## config.mk

```make
export PLATFORM = sky130hd
export DESIGN_NAME = func_unit_mc
export DESIGN_NICKNAME = d
export VERILOG_FILES = /design/src/rtl/func_unit_mc.sv
export SDC_FILE = /design/constraint.sdc
export NUM_CORES = 1
export LEC_CHECK = 0
export BUFFER_PORTS_ARGS = -buffer_cell sky130_fd_sc_hd__buf_4
export CAP_MARGIN = 10
export CELL_PAD_IN_SITES_DETAIL_PLACEMENT = 0
export CELL_PAD_IN_SITES_GLOBAL_PLACEMENT = 1
export CORE_UTILIZATION = 47
export DETAILED_ROUTE_END_ITERATION = 8
export PLACE_DENSITY = 0.88
export SLEW_MARGIN = 20
export SYNTH_ARGS = -nofsm -noshare
export SYNTH_HDL_FRONTEND = slang
export SYNTH_SLANG_ARGS = --single-unit
```

## constraint.sdc

```tcl
create_clock -name CLK -period 5.25 [get_ports CLK]
set_clock_uncertainty 0.05 [all_clocks]
set_input_delay 0 -clock CLK [delete_from_list [all_inputs] [get_ports CLK]]
set_output_delay 0 -clock CLK [all_outputs]
set_load 0.01 [all_outputs]
```

## src/rtl/func_unit_mc.sv

```systemverilog
// func_unit_mc: multi-cycle function unit sitting behind the register file.
// Single-cycle ALU/logic/shift operations return a result on the cycle after
// START. Unsigned multiply runs as a WIDTH-step shift-add sequence under a
// START/BUSY/DONE handshake, so write-back control can stall on it.

module func_unit_mc #(
   parameter int WIDTH = 16
) (
   input  logic             CLK,
   input  logic             RESET_N,
   input  logic [WIDTH-1:0] A,
   input  logic [WIDTH-1:0] B,
   input  logic [3:0]       FS,
   input  logic             START,
   output logic             BUSY,
   output logic             DONE,
   output logic [WIDTH-1:0] F,
   output logic             V,
   output logic             C,
   output logic             N,
   output logic             Z
);

   localparam int CW = $clog2(WIDTH) + 1;
   localparam logic [CW-1:0] LAST_STEP = CW'(WIDTH - 1);

   typedef enum logic {
      S_IDLE,
      S_MUL
   } state_t;

   state_t             r_state;
   logic [2*WIDTH-1:0] r_prod;
   logic [2*WIDTH-1:0] r_mcand;
   logic [WIDTH-1:0]   r_mplier;
   logic [CW-1:0]      r_cnt;

   logic [WIDTH-1:0]   w_bOp;
   logic               w_cin;
   logic [WIDTH:0]     w_sum;
   logic [WIDTH-1:0]   w_res;
   logic               w_c;
   logic               w_v;
   logic [2*WIDTH-1:0] w_prodNext;
   logic [WIDTH-1:0]   w_mulLow;
   logic               w_mulHigh;

   // Pick the second adder operand and carry-in so every arithmetic op shares one adder
   always_comb begin
      w_bOp = '0;
      w_cin = 1'b0;
      case (FS)
         4'b0001: begin w_bOp = '0;  w_cin = 1'b1; end
         4'b0010: begin w_bOp = B;   w_cin = 1'b0; end
         4'b0011: begin w_bOp = B;   w_cin = 1'b1; end
         4'b0100: begin w_bOp = ~B;  w_cin = 1'b0; end
         4'b0101: begin w_bOp = ~B;  w_cin = 1'b1; end
         4'b0110: begin w_bOp = '1;  w_cin = 1'b0; end
         default: begin w_bOp = '0;  w_cin = 1'b0; end
      endcase
   end

   assign w_sum = {1'b0, A} + {1'b0, w_bOp} + {{WIDTH{1'b0}}, w_cin};

   // Single-cycle result and C/V flags for the selected function
   always_comb begin
      w_res = '0;
      w_c   = 1'b0;
      w_v   = 1'b0;
      if (!FS[3]) begin
         w_res = w_sum[WIDTH-1:0];
         w_c   = w_sum[WIDTH];
         w_v   = (A[WIDTH-1] == w_bOp[WIDTH-1]) && (w_sum[WIDTH-1] != A[WIDTH-1]);
      end else begin
         case (FS[2:0])
            3'b000: w_res = A & B;
            3'b001: w_res = A | B;
            3'b010: w_res = A ^ B;
            3'b011: w_res = ~A;
            3'b100: w_res = B;
            3'b101: begin
               w_res = B >> 1;
               w_c   = B[0];
            end
            3'b110: begin
               w_res = B << 1;
               w_c   = B[WIDTH-1];
            end
            default: w_res = '0;
         endcase
      end
   end

   // One shift-add step: accumulate the shifted multiplicand when the current multiplier bit is set
   always_comb begin
      w_prodNext = r_prod + (r_mplier[0] ? r_mcand : '0);
      w_mulLow   = w_prodNext[WIDTH-1:0];
      w_mulHigh  = |w_prodNext[2*WIDTH-1:WIDTH];
   end

   // Control FSM plus all registered outputs; DONE defaults low and pulses on completion edges
   always_ff @(posedge CLK or negedge RESET_N) begin
      if (!RESET_N) begin
         r_state  <= S_IDLE;
         r_prod   <= '0;
         r_mcand  <= '0;
         r_mplier <= '0;
         r_cnt    <= '0;
         BUSY     <= 1'b0;
         DONE     <= 1'b0;
         F        <= '0;
         V        <= 1'b0;
         C        <= 1'b0;
         N        <= 1'b0;
         Z        <= 1'b0;
      end else begin
         DONE <= 1'b0;
         case (r_state)
            S_IDLE: begin
               if (START) begin
                  if (FS == 4'b1111) begin
                     r_prod   <= '0;
                     r_mcand  <= {{WIDTH{1'b0}}, A};
                     r_mplier <= B;
                     r_cnt    <= '0;
                     BUSY     <= 1'b1;
                     r_state  <= S_MUL;
                  end else begin
                     F    <= w_res;
                     C    <= w_c;
                     V    <= w_v;
                     N    <= w_res[WIDTH-1];
                     Z    <= (w_res == '0);
                     DONE <= 1'b1;
                  end
               end
            end
            S_MUL: begin
               r_prod   <= w_prodNext;
               r_mcand  <= r_mcand << 1;
               r_mplier <= r_mplier >> 1;
               r_cnt    <= r_cnt + 1'b1;
               if (r_cnt == LAST_STEP) begin
                  F       <= w_mulLow;
                  C       <= w_mulHigh;
                  V       <= 1'b0;
                  N       <= w_mulLow[WIDTH-1];
                  Z       <= (w_mulLow == '0);
                  BUSY    <= 1'b0;
                  DONE    <= 1'b1;
                  r_state <= S_IDLE;
               end
            end
            default: begin
               r_state <= S_IDLE;
               BUSY    <= 1'b0;
            end
         endcase
      end
   end

endmodule
```

==> results of run 1 <==
critical path, cell delays in order, from the launching register on:
cell      delay, ns
dfrtp_1        0.92
and2_1         0.24
ha_1           0.18
fa_1           0.23
a211oi_1       0.09
o21ai_1        0.23
a41oi_2        0.22
o31a_1         0.35
a21boi_1       0.24
o22ai_2        0.13
xnor2_1        0.16
or4_1          0.51
or4_1          0.51
o31a_1         0.24
where the power goes:
group          switching, mW  total, mW  internal (mW)
combinational          0.926       1.55          0.620
clock                  0.351      0.684          0.333
sequential             0.258       1.37           1.11
total                   1.54       3.60           2.07
stage by stage:
stage / worst slack, ns / hold slack [ns] / utilization, % / cell area [sq um]
after floorplan: 1.368 / -0.3456 / - / 8920
after global placement: 0.9831 / 0.03622 / 50.82 / 9474
after detailed placement: 0.8888 / 0.03911 / 50.82 / 9474
after CTS: 0.8406 / 0.01574 / 52.56 / 9799
after global routing: 0.5590 / 0.05806 / 52.56 / 9799
final: 0.8561 / 0.02180 / 52.56 / 9799
per-layer routing:
layer / routed length [um] / vias to the layer above / track usage [%]
li1: - / 4019 / -
met2: 10830 / 237 / 39.16
met1: 12320 / 3863 / 39.45
met5: 0 / - / 0
met3: 1300 / 27 / 3.407
met4: 406 / 0 / 6.998
worst paths after layout:
kind,startpoint,endpoint,slack (ns),cells after the start
min in group asynchronous,RESET_N,r_mplier[9]$_DFFE_PN0P_,0.18,2
min,B[4],r_mplier[4]$_DFFE_PN0P_,0.02,5
max,r_mplier[0]$_DFFE_PN0P_,C$_DFFE_PN0P_,0.86,13
max reg2reg,r_mplier[0]$_DFFE_PN0P_,C$_DFFE_PN0P_,0.86,13
max in group asynchronous,RESET_N,r_state$_DFF_PN0_,3.68,3
min reg2reg,F[10]$_DFFE_PN0P_,F[10]$_DFFE_PN0P_,0.43,2
cells in the mapped netlist, drive strengths merged (6+ instances only):
cell type,count,area [sq um]
nand3,21,105.1
nand2,183,686.9
o31a,8,70.07
xnor2,27,236.5
o211ai,11,87.58
and2,32,200.2
a211oi,12,95.09
a21o,14,106.4
nor2,77,289.0
nand4,9,56.30
inv,54,202.7
o221ai,11,96.34
o21ai,147,743.2
o21a,8,60.06
mux2i,20,200.2
a21oi,85,425.4
o21bai,7,52.55
clkbuf,61,231.5
and3,9,56.30
ha,80,1001
mux2,7,78.83
dfrtp,107,2678
buf,8,37.53
xor2,13,113.9
o22ai,12,81.33
mux4,6,135.1
nand2b,11,68.82
cell type report:
cell class / count / area share, %
multi-input cells: 893 / 58.98
flip-flops and latches: 107 / 27.36
repair buffers: 72 / 5.618
well taps: 234 / 2.988
clock buffers: 10 / 2.337
inverters: 56 / 2.145
clock inverters: 6 / 0.5746
what timing repair did:
action	4_1_cts	5_1_grt
hold buffers	4	0
endpoints found under the setup margin	0	0
hold endpoints to repair	52	0
gates resized for setup	0	0
cells by family after synthesis:
| family | Yosys count |
|---|---|
| AND/OR/NAND/NOR | 371 |
| AO/OA/AOI/OAI | 366 |
| buffers and inverters | 125 |
| flip-flops | 107 |
| adder cells (fa/ha/maj) | 83 |
| XOR/XNOR | 40 |
| multiplexers | 33 |
flip-flops by register name, summed over array words and instances (netlist names), 5 cells and up:
name      cells
F            16
r_cnt         5
r_mcand      32
r_mplier     16
r_prod       32
==> results by group, run 1 <==
Status
  • Status: completed

Synth
  • Largest family of logic cells by synthesized area: compound AO/OA/AOI/OAI gates
  • Ys flop type: dfrtp_1
  • Seq/Total Area, Yosys: 30.02%
  • Mux cell area share after synthesis: 4.643%
  • Post-synth EDFFs: 0
  • Post-synth cell types: 73
  • Mapped Nets: 1247
  • Post-Synth Adder-Cell Area: 11.90%
  • Ys Warns: 0
  • Synth Area in Simple Gates: 18.56%
  • Post-synthesis compound-gate area fraction: 25.59%
  • Synth Area in XOR/XNOR: 3.928%
  • Synth Area per Inst: 7.929 sq um
  • Asr flop ratio synth: 100.0%
  • Cell count after synthesis: 1125
  • Synthesized cell area: 8920 sq um
  • #FFs+latches synth: 107

Power and ir drop
  • PD cells: 367.7 nW/um^2
  • Worst vdd ir: 0.4180 mV
  • Pleak: 4.618 nW
  • Overall power after layout: 3.603 mW

Drt
  • Drt total wl: 24860 um
  • DRC Markers: 0
  • First DRT Iteration DRCs: 704
  • Vias post-DR: 8146
  • Antenna-violating nets left: 0
  • Mean number of vias per cell: 5.911
  • First drt pass iteration count: 5
  • Wire per inst: 18.04 um

Placed design
  • GPL Wtd Cong: 0.9183
  • Final HPWL DP: 18120 um
  • Cells after DPL: 1358
  • Number of port buffers: 60

Worst setup path
  • Critical path class: flip-flop to flip-flop
  • CP required: 5.45 ns
  • Crit end category: flip-flop
  • Crit path launch type: flip-flop
  • Worst Path Max Fanout: 33
  • Worst EP arrival: 4.60 ns

Global route
  • First-pass GRT wire length: 40540 um
  • Largest net degree at the start of global routing: 105
  • Grt total ovfl: 0
  • Total track usage: 26.22%
  • Initial antenna violation count: 0
  • Number of global-route vias before repair: 7527

Clocking
  • Cts bufs inserted: 9
  • Post-CTS Setup Bufs: 0
  • H-tree depth: 3
  • Clock Latency Late Sink: 0.36 ns
  • CTS root buf: clkbuf_16
  • Clk sinks: 107
  • CTS tree: yes
  • CTS Buffer Depth: 2
  • Clk pin slew, worst setup/hold paths: 0.08 ns

Timing
  • Final setup viols: 0
  • Slew headroom: 32.47%
  • Setup tns final: 0 ns
  • F_max: 227.6 MHz
  • Fin crit period: 4.394 ns
  • Final Hold Viols: 0
  • RSZ-0062 raised after global routing: no
  • Worst slew pin tran: 1.009 ns
  • Slew Limit Fails: 0
  • Final worst path period share: 83.69%

Die
  • Die height: 139.8 um
  • IO Count: 61
  • Starting Density: 47.85%
  • Die W: 139.8 um
  • Core area: 18640 sq um
  • Row count: 50
  • Die area: 19530 sq um

Finish
  • Multi-input logic area: 5779 sq um
  • Most common cell after layout, fill and taps aside: nand2_1
  • Non-filler cells, final: 1378
  • Most frequent cells in the layout: nand2_1 (183), o21ai_0 (140), dfrtp_1 (106)
  • Reg area: 2681 sq um
  • Nets: 1261
  • # diodes: 0
  • Fraction of layout cells with a size suffix above 1: 10.05%
  • # fillers: 1847
  • Area Overhead vs Synth: 9.861%

Worst hold path
  • Worst min-delay path class: input pin to flip-flop

Flow run
  • Max Cap Violations: 0
No activity file was read; power rests on OpenSTA's default activity.
==> run 2: changes to the inputs <==
--- a/config.mk
+++ b/config.mk
@@ -9,9 +9,9 @@
 export CAP_MARGIN = 10
 export CELL_PAD_IN_SITES_DETAIL_PLACEMENT = 0
 export CELL_PAD_IN_SITES_GLOBAL_PLACEMENT = 1
-export CORE_UTILIZATION = 47
+export CORE_UTILIZATION = 42
 export DETAILED_ROUTE_END_ITERATION = 8
-export PLACE_DENSITY = 0.88
+export PLACE_DENSITY = 0.84
 export SLEW_MARGIN = 20
 export SYNTH_ARGS = -nofsm -noshare
 export SYNTH_HDL_FRONTEND = slang
==> constraint.sdc (replaced) <==
create_clock -name CLK -period 3.9 [get_ports CLK]
set_clock_uncertainty 0.05 [all_clocks]
set_input_delay 0 -clock CLK [delete_from_list [all_inputs] [get_ports CLK]]
set_output_delay 0 -clock CLK [all_outputs]
set_load 0.01 [all_outputs]
==> run 2 against run 1 <==
Net effect:
- cell area increased by 5.4%
- clock power rose by 54%
- first-iteration DRC count is 19% lower
- register-to-register slack lost 0.73 ns
- sequential share of layout area fell by 1.4 points
- wire length increased by 3.6%
- clock-buffer cell count is 1 lower
- critical path depth did not move
- worst hold slack better by 0.019 ns
- worst setup slack worse by 0.73 ns
- critical endpoint unchanged
==> results by group, run 2 (synthesized netlist as in run 1, its figures left out) <==
Die
  • Row count: 52 (was 50)
  • Die W: 147.7 um (was 139.8 um)
  • IO Count: 61 (unchanged)
  • Die height: 147.7 um (was 139.8 um)
  • Die area: 21820 sq um (was 19530 sq um)
  • Core area: 20490 sq um (was 18640 sq um)
  • Starting Density: 43.52% (was 47.85%)

Global route
  • Largest net degree at the start of global routing: 80 (was 105)
  • Total track usage: 24.32% (was 26.22%)
  • Grt total ovfl: 0 (unchanged)
  • Number of global-route vias before repair: 7992 (was 7527)
  • Initial antenna violation count: 0 (unchanged)
  • First-pass GRT wire length: 42100 um (was 40540 um)

Power and ir drop
  • Pleak: 4.863 nW (was 4.618 nW)
  • Worst vdd ir: 0.2705 mV (was 0.4180 mV)
  • PD cells: 495.0 nW/um^2 (was 367.7 nW/um^2)

Worst setup path
  • CP required: 4.10 ns (was 5.45 ns)
  • R2R depth: 13 (unchanged)
  • Max incr delay on CP: 0.50 ns (was 0.92 ns)
  • Most common cell on crit path: or4_1
  • Crit end category: flip-flop (unchanged)
  • RR Endpoint: C$_DFFE_PN0P_ (unchanged)
  • Crit path launch type: flip-flop (unchanged)
  • Worst EP arrival: 3.98 ns (was 4.60 ns)
  • Reg-to-Reg Start: r_mplier[0]$_DFFE_PN0P_ (unchanged)
  • Worst reg2reg setup slack: 0.13 ns (was 0.86 ns)
  • CP Cell Sequence: and2_4, ha_2, fa_2, a211oi_2, o21ai_2, a41oi_2, nor2_2, a21oi_2, o211a_4, xnor2_2, or4_1, or4_1, o31a_1 (was and2_1, ha_1, fa_1, a211oi_1, o21ai_1, a41oi_2, o31a_1, a21boi_1, o22ai_2, xnor2_1, or4_1, or4_1, o31a_1)
  • Slowest cell on the critical path: or4_1 (was dfrtp_1)
  • Critical path class: flip-flop to flip-flop (unchanged)
  • Worst Path Max Fanout: 6 (was 33)

Drt
  • Mean number of vias per cell: 5.720 (was 5.911)
  • First drt pass iteration count: 6 (was 5)
  • Antenna-violating nets left: 0 (unchanged)
  • Wire per inst: 17.69 um (was 18.04 um)
  • Vias post-DR: 8328 (was 8146)
  • First DRT Iteration DRCs: 567 (was 704)
  • DRC Markers: 0 (unchanged)
  • Drt total wl: 25760 um (was 24860 um)

Worst hold path
  • HP Start: B[1] (was B[4])
  • Worst min-delay path class: input pin to flip-flop (unchanged)
  • Cells on Worst Hold Path: 5 (unchanged)
  • Hold Path Sink: r_mplier[1]$_DFFE_PN0P_ (was r_mplier[4]$_DFFE_PN0P_)

Finish
  • Fraction of layout cells with a size suffix above 1: 15.18% (was 10.05%)
  • Final Cell Area: 10330 sq um (was 9799 sq um)
  • Nets: 1303 (was 1261)
  • Most frequent cells in the layout: nand2_1 (183), o21ai_0 (139), buf_4 (109) (was nand2_1 (183), o21ai_0 (140), dfrtp_1 (106))
  • Area Overhead vs Synth: 15.78% (was 9.861%)
  • Most common cell after layout, fill and taps aside: nand2_1 (unchanged)
  • Multi-input logic area: 5887 sq um (was 5779 sq um)
  • # diodes: 0 (unchanged)
  • # fillers: 1951 (was 1847)
  • Reg area: 2683 sq um (was 2681 sq um)
  • Largest regs: r_mcand x32, r_prod x32 (unchanged)

Timing
  • Final setup viols: 0 (unchanged)
  • RSZ-0062 raised after global routing: yes (was no)
  • Slack of the critical path: 0.1292 ns (was 0.8561 ns)
  • Final worst path period share: 96.69% (was 83.69%)
  • Fin crit period: 3.771 ns (was 4.394 ns)
  • F_max: 265.2 MHz (was 227.6 MHz)
  • Worst slew pin tran: 1.114 ns (was 1.009 ns)
  • Slew headroom: 25.45% (was 32.47%)
  • Slew Limit Fails: 0 (unchanged)
  • Final Hold Viols: 0 (unchanged)

Placed design
  • GPL Wtd Cong: 0.9134 (was 0.9183)
  • Post-place setup slack: -0.05801 ns (was 0.8888 ns)
  • Final HPWL DP: 19340 um (was 18120 um)
  • Area post-placement: 9789 sq um (was 9474 sq um)
  • Number of port buffers: 60 (unchanged)

Clocking
  • Cts bufs inserted: 9 (unchanged)
  • CTS tree: yes (unchanged)
  • Clk pin slew, worst setup/hold paths: 0.08 ns (about the same)
  • H-tree depth: 3 (unchanged)
  • CTS root buf: clkbuf_16 (unchanged)
  • Clk sinks: 107 (unchanged)
  • CTS Buffer Depth: 2 (unchanged)
  • Clock Latency Late Sink: 0.36 ns (about the same)

Flow run
  • Max Cap Violations: 0 (unchanged)

Status
  • Status: completed (unchanged)
-- run 2: cell types whose count changed in the layout (fill, tap and decap cells not counted), sizes merged --
cell      before  now
buf           68  110
bufinv         0    2
clkbuf        10    9
clkinv         4    5
clkinvlp       1    0
inv           57   56
-- run 2: through the flow --
| stage | utilization [%] | hold slack [ns] | std cells | TNS, ns | total power, mW |
|---|---|---|---|---|---|
| floorplan | - | -0.3456 | 1125 | 0 | 3.211 |
| global placement | 47.77 | -0.005521 | 1430 | 0 | 3.972 |
| detailed placement | 47.77 | -0.007532 | 1430 | -0.05801 | 4.023 |
| CTS | 49.66 | 0.03559 | 1450 | 0 | 5.094 |
| global route | 50.39 | 0.05660 | 1456 | -0.02245 | 5.489 |
| finish | 50.39 | 0.04031 | 1456 | 0 | 5.112 |
-- run 2: layout make-up --
class / instances / share of cell area, %
clock buffers: 9 / 2.181
inverters: 56 / 2.035
well taps: 270 / 3.271
multi-input cells: 893 / 57.00
repair buffers: 114 / 8.360
clock inverters: 7 / 1.175
flip-flops and latches: 107 / 25.98
-- run 2: layer usage --
layer	share of wire [%]	GRT usage [%]	vias to the layer above	routed length, um
met3	4.4	3.735	30	1136
met5	0	0	-	0
met1	48	33.77	4005	12260
met4	1.4	5.619	0	367
met2	47	39.74	189	12000
li1	-	-	4104	-
-- run 2: power breakdown --
| group | switching, mW | leakage, nW | internal (mW) |
|---|---|---|---|
| Clock | 0.469 | 0.168 | 0.582 |
| Combinational | 1.33 | 3.28 | 0.923 |
| Sequential | 0.308 | 1.42 | 1.50 |
-- run 2: critical path: cells and delay by family, from the launching register on --
| kind | cells | cell delay, ns |
|---|---|---|
| and+or+nand+nor | 4 | 1.22 |
| adders and majority gates | 2 | 0.56 |
| DFF | 1 | 0.45 |
| xor gates and xnor gates | 1 | 0.08 |
| AOI/OAI and AO/OA | 6 | 1.30 |
-- run 2: how the worst max path moves through the flow --
stage / start / to / slack, ns / depth (start not counted)
after floorplan: FS[1] / F[14]$_DFFE_PN0P_ / 0.02 / 18
after global placement: r_mplier[0]$_DFFE_PN0P_ / C$_DFFE_PN0P_ / 0.02 / 13
after detailed placement: r_mplier[0]$_DFFE_PN0P_ / C$_DFFE_PN0P_ / -0.06 / 13
after CTS: r_mplier[0]$_DFFE_PN0P_ / C$_DFFE_PN0P_ / 0.01 / 13
after global routing: r_mplier[0]$_DFFE_PN0P_ / C$_DFFE_PN0P_ / -0.02 / 13
final: r_mplier[0]$_DFFE_PN0P_ / C$_DFFE_PN0P_ / 0.13 / 13
-- run 2: what timing repair did --
item	in CTS	in global routing
cloned	0	0
hold endpoints to repair	47	0
hold buffers	4	0
endpoints found under the setup margin	1	1
resized for setup	2	23
buffers inserted	0	6
pin swaps	1	16
==> run 3: changes to the inputs <==
--- a/config.mk
+++ b/config.mk
@@ -9,6 +9,7 @@
 export CAP_MARGIN = 10
 export CELL_PAD_IN_SITES_DETAIL_PLACEMENT = 0
 export CELL_PAD_IN_SITES_GLOBAL_PLACEMENT = 1
+export CORE_MARGIN = 5
 export CORE_UTILIZATION = 42
 export DETAILED_ROUTE_END_ITERATION = 8
 export PLACE_DENSITY = 0.84
==> run 3 against run 2 <==
Net effect:
- maximum frequency increased by 1.4%
- cell count increased by 0.21%
- critical endpoint unchanged
- clock-buffer cell count increased by 1
- cell area decreased by 0.55%
- register-to-register slack improved by 0.05 ns
- largest power group unchanged
- critical path type unchanged
- wire length decreased by 1.3%
- core utilization decreased by 1.4 points
- global-route usage decreased by 3.1 points
- sequential share of layout area increased by 0.14 points
- highest routed layer unchanged
- total power decreased by 3.0%
==> results by group, run 3 (synthesized netlist as in run 1, its figures left out) <==
Global route
  • Total track usage: 21.25% (was 24.32%)
  • Number of global-route vias before repair: 7939 (was 7992)
  • First-pass GRT wire length: 42060 um (was 42100 um)
  • Largest net degree at the start of global routing: 67 (was 80)
  • Grt total ovfl: 0 (unchanged)
  • Initial antenna violation count: 0 (unchanged)

Drt
  • Mean number of vias per cell: 5.694 (was 5.720)
  • DRC Markers: 0 (unchanged)
  • Drt total wl: 25440 um (was 25760 um)
  • First DRT Iteration DRCs: 518 (was 567)
  • First drt pass iteration count: 5 (was 6)
  • Wire per inst: 17.43 um (was 17.69 um)
  • Antenna-violating nets left: 0 (unchanged)
  • Vias post-DR: 8307 (was 8328)

Die
  • Core area: 20960 sq um (was 20490 sq um)
  • Die area: 24250 sq um (was 21820 sq um)
  • Starting Density: 42.57% (was 43.52%)
  • Die W: 155.7 um (was 147.7 um)
  • Die height: 155.7 um (was 147.7 um)
  • Row count: 53 (was 52)
  • IO Count: 61 (unchanged)

Power and ir drop
  • Pleak: 4.839 nW (was 4.863 nW)
  • Worst vdd ir: 0.2200 mV (was 0.2705 mV)
  • Overall power after layout: 4.960 mW (was 5.112 mW)
  • PD cells: 483.0 nW/um^2 (was 495.0 nW/um^2)

Timing
  • Worst slew pin tran: 1.089 ns (was 1.114 ns)
  • Final Hold Viols: 0 (unchanged)
  • Final setup viols: 0 (unchanged)
  • Slew headroom: 27.12% (was 25.45%)
  • F_max: 268.9 MHz (was 265.2 MHz)
  • Worst Hold Slack: 0.04959 ns (was 0.04031 ns)
  • Slew Limit Fails: 0 (unchanged)
  • Fin crit period: 3.719 ns (was 3.771 ns)
  • Final worst path period share: 95.36% (was 96.69%)

Clocking
  • CTS Buffer Depth: 2 (unchanged)
  • Cts bufs inserted: 9 (unchanged)
  • H-tree depth: 3 (unchanged)
  • Clk sinks: 107 (unchanged)
  • Clk pin slew, worst setup/hold paths: 0.08 ns (about the same)
  • CTS root buf: clkbuf_16 (unchanged)
  • Clock Latency Late Sink: 0.36 ns (about the same)
  • CTS tree: yes (unchanged)

Finish
  • Most frequent cells in the layout: nand2_1 (183), o21ai_0 (138), buf_4 (106) (was nand2_1 (183), o21ai_0 (139), buf_4 (109))
  • Largest regs: r_mcand x32, r_prod x32 (unchanged)
  • Nets: 1301 (was 1303)
  • Area Overhead vs Synth: 15.15% (was 15.78%)
  • Most common cell after layout, fill and taps aside: nand2_1 (unchanged)
  • Fraction of layout cells with a size suffix above 1: 15.03% (was 15.18%)
  • # diodes: 0 (unchanged)
  • Final Cell Area: 10270 sq um (was 10330 sq um)

Worst setup path
  • Slowest cell on the critical path: or4_1 (unchanged)
  • Worst EP arrival: 3.92 ns (was 3.98 ns)
  • Max incr delay on CP: 0.50 ns (about the same)
  • Crit end category: flip-flop (unchanged)
  • CP Cell Sequence: buf_2, and2_1, ha_1, buf_4, nand3_1, o211a_1, o31a_1, o21ai_2, a211oi_2, o41ai_2, xnor2_1, or4_1, or4_1, o31a_1 (was and2_4, ha_2, fa_2, a211oi_2, o21ai_2, a41oi_2, nor2_2, a21oi_2, o211a_4, xnor2_2, or4_1, or4_1, o31a_1)
  • Critical path class: flip-flop to flip-flop (unchanged)
  • CP required: 4.10 ns (about the same)
  • Worst Path Max Fanout: 6 (unchanged)
  • Crit path launch type: flip-flop (unchanged)

Placed design
  • Area post-placement: 9788 sq um (was 9789 sq um)
  • GPL Wtd Cong: 0.9050 (was 0.9134)
  • Final HPWL DP: 19120 um (was 19340 um)
  • Number of port buffers: 60 (unchanged)

Worst hold path
  • Worst min-delay path class: input pin to flip-flop (unchanged)

Flow run
  • Max Cap Violations: 0 (unchanged)

Status
  • Status: completed (unchanged)
-- run 3: cell count changes in the layout (fill, tap and decap cells not counted), moves of 2 or more --
| cell | previous run | this run |
|---|---|---|
| buf_4 | 109 | 106 |
| a21oi_1 | 79 | 77 |
| clkinv_8 | 2 | 0 |
| a21oi_2 | 6 | 8 |
| clkinv_4 | 1 | 3 |
| bufinv_16 | 2 | 0 |
-- run 3: report_power, final --
group          total (mW)  switching [mW]  leakage [nW]  internal [mW]
Clock               0.903           0.454         0.141          0.449
Sequential           1.82           0.314          1.42           1.50
Combinational        2.24            1.31          3.28          0.930
-- run 3: area by class of cell --
type	count	area (sq um)
inverter	56	210.2
multi-input combinational	893	5896
sequential	107	2683
clock inverter	6	57.56
timing repair buffer	112	852.1
clock buffer	10	229.0
fill	2116	10680
tap	275	344.1
-- run 3: timing repair --
item,4_1_cts,5_1_grt
cloned,0,0
buffers inserted,0,5
endpoints found under the setup margin,1,1
hold endpoints to repair,59,0
hold buffers,4,0
gates resized for setup,1,30
pin swaps,1,14
-- run 3: critical path, delay by kind of cell, from the launching register on --
kind | cells | cell delay (ns)
DFF | 1 | 0.44
xor gates and xnor gates | 1 | 0.15
adders and majority gates | 1 | 0.28
AOI/OAI and AO/OA | 6 | 1.17
and+or+nand+nor | 4 | 1.20
buffers and inverters | 2 | 0.31
-- run 3: metrics by stage --
stage | utilization [%] | TNS (ns) | instances | setup slack [ns]
2_1_floorplan | - | 0 | 1125 | 0.01766
3_5_place_dp | 46.71 | -0.03776 | 1434 | -0.03776
6_report | 49.01 | 0 | 1459 | 0.1811
3_3_place_gp | 46.71 | 0 | 1434 | 0.05755
4_1_cts | 48.27 | 0 | 1454 | 0.03557
5_1_grt | 49.01 | -0.03769 | 1459 | -0.03769
-- run 3: worst paths after layout --
kind | startpoint | endpoint | slack [ns] | depth (start not counted)
min reg2reg | F[10]$_DFFE_PN0P_ | F[10]$_DFFE_PN0P_ | 0.43 | 2
min in group asynchronous | RESET_N | r_mcand[18]$_DFFE_PN0P_ | 0.20 | 2
min | B[2] | r_mplier[2]$_DFFE_PN0P_ | 0.05 | 5
max reg2reg | r_mplier[0]$_DFFE_PN0P_ | C$_DFFE_PN0P_ | 0.18 | 14
max in group asynchronous | RESET_N | r_prod[6]$_DFFE_PN0P_ | 2.74 | 3
max | r_mplier[0]$_DFFE_PN0P_ | C$_DFFE_PN0P_ | 0.18 | 14
-- run 3: layer usage --
metal	part of all wire, %	vias up	GRT usage, %	wire length, um
li1	-	4091	-	-
met5	0	-	0	0
met4	1.8	0	5.085	464
met1	47	3997	30.37	12030
met2	47	184	34.31	11850
met3	4.3	35	2.913	1092
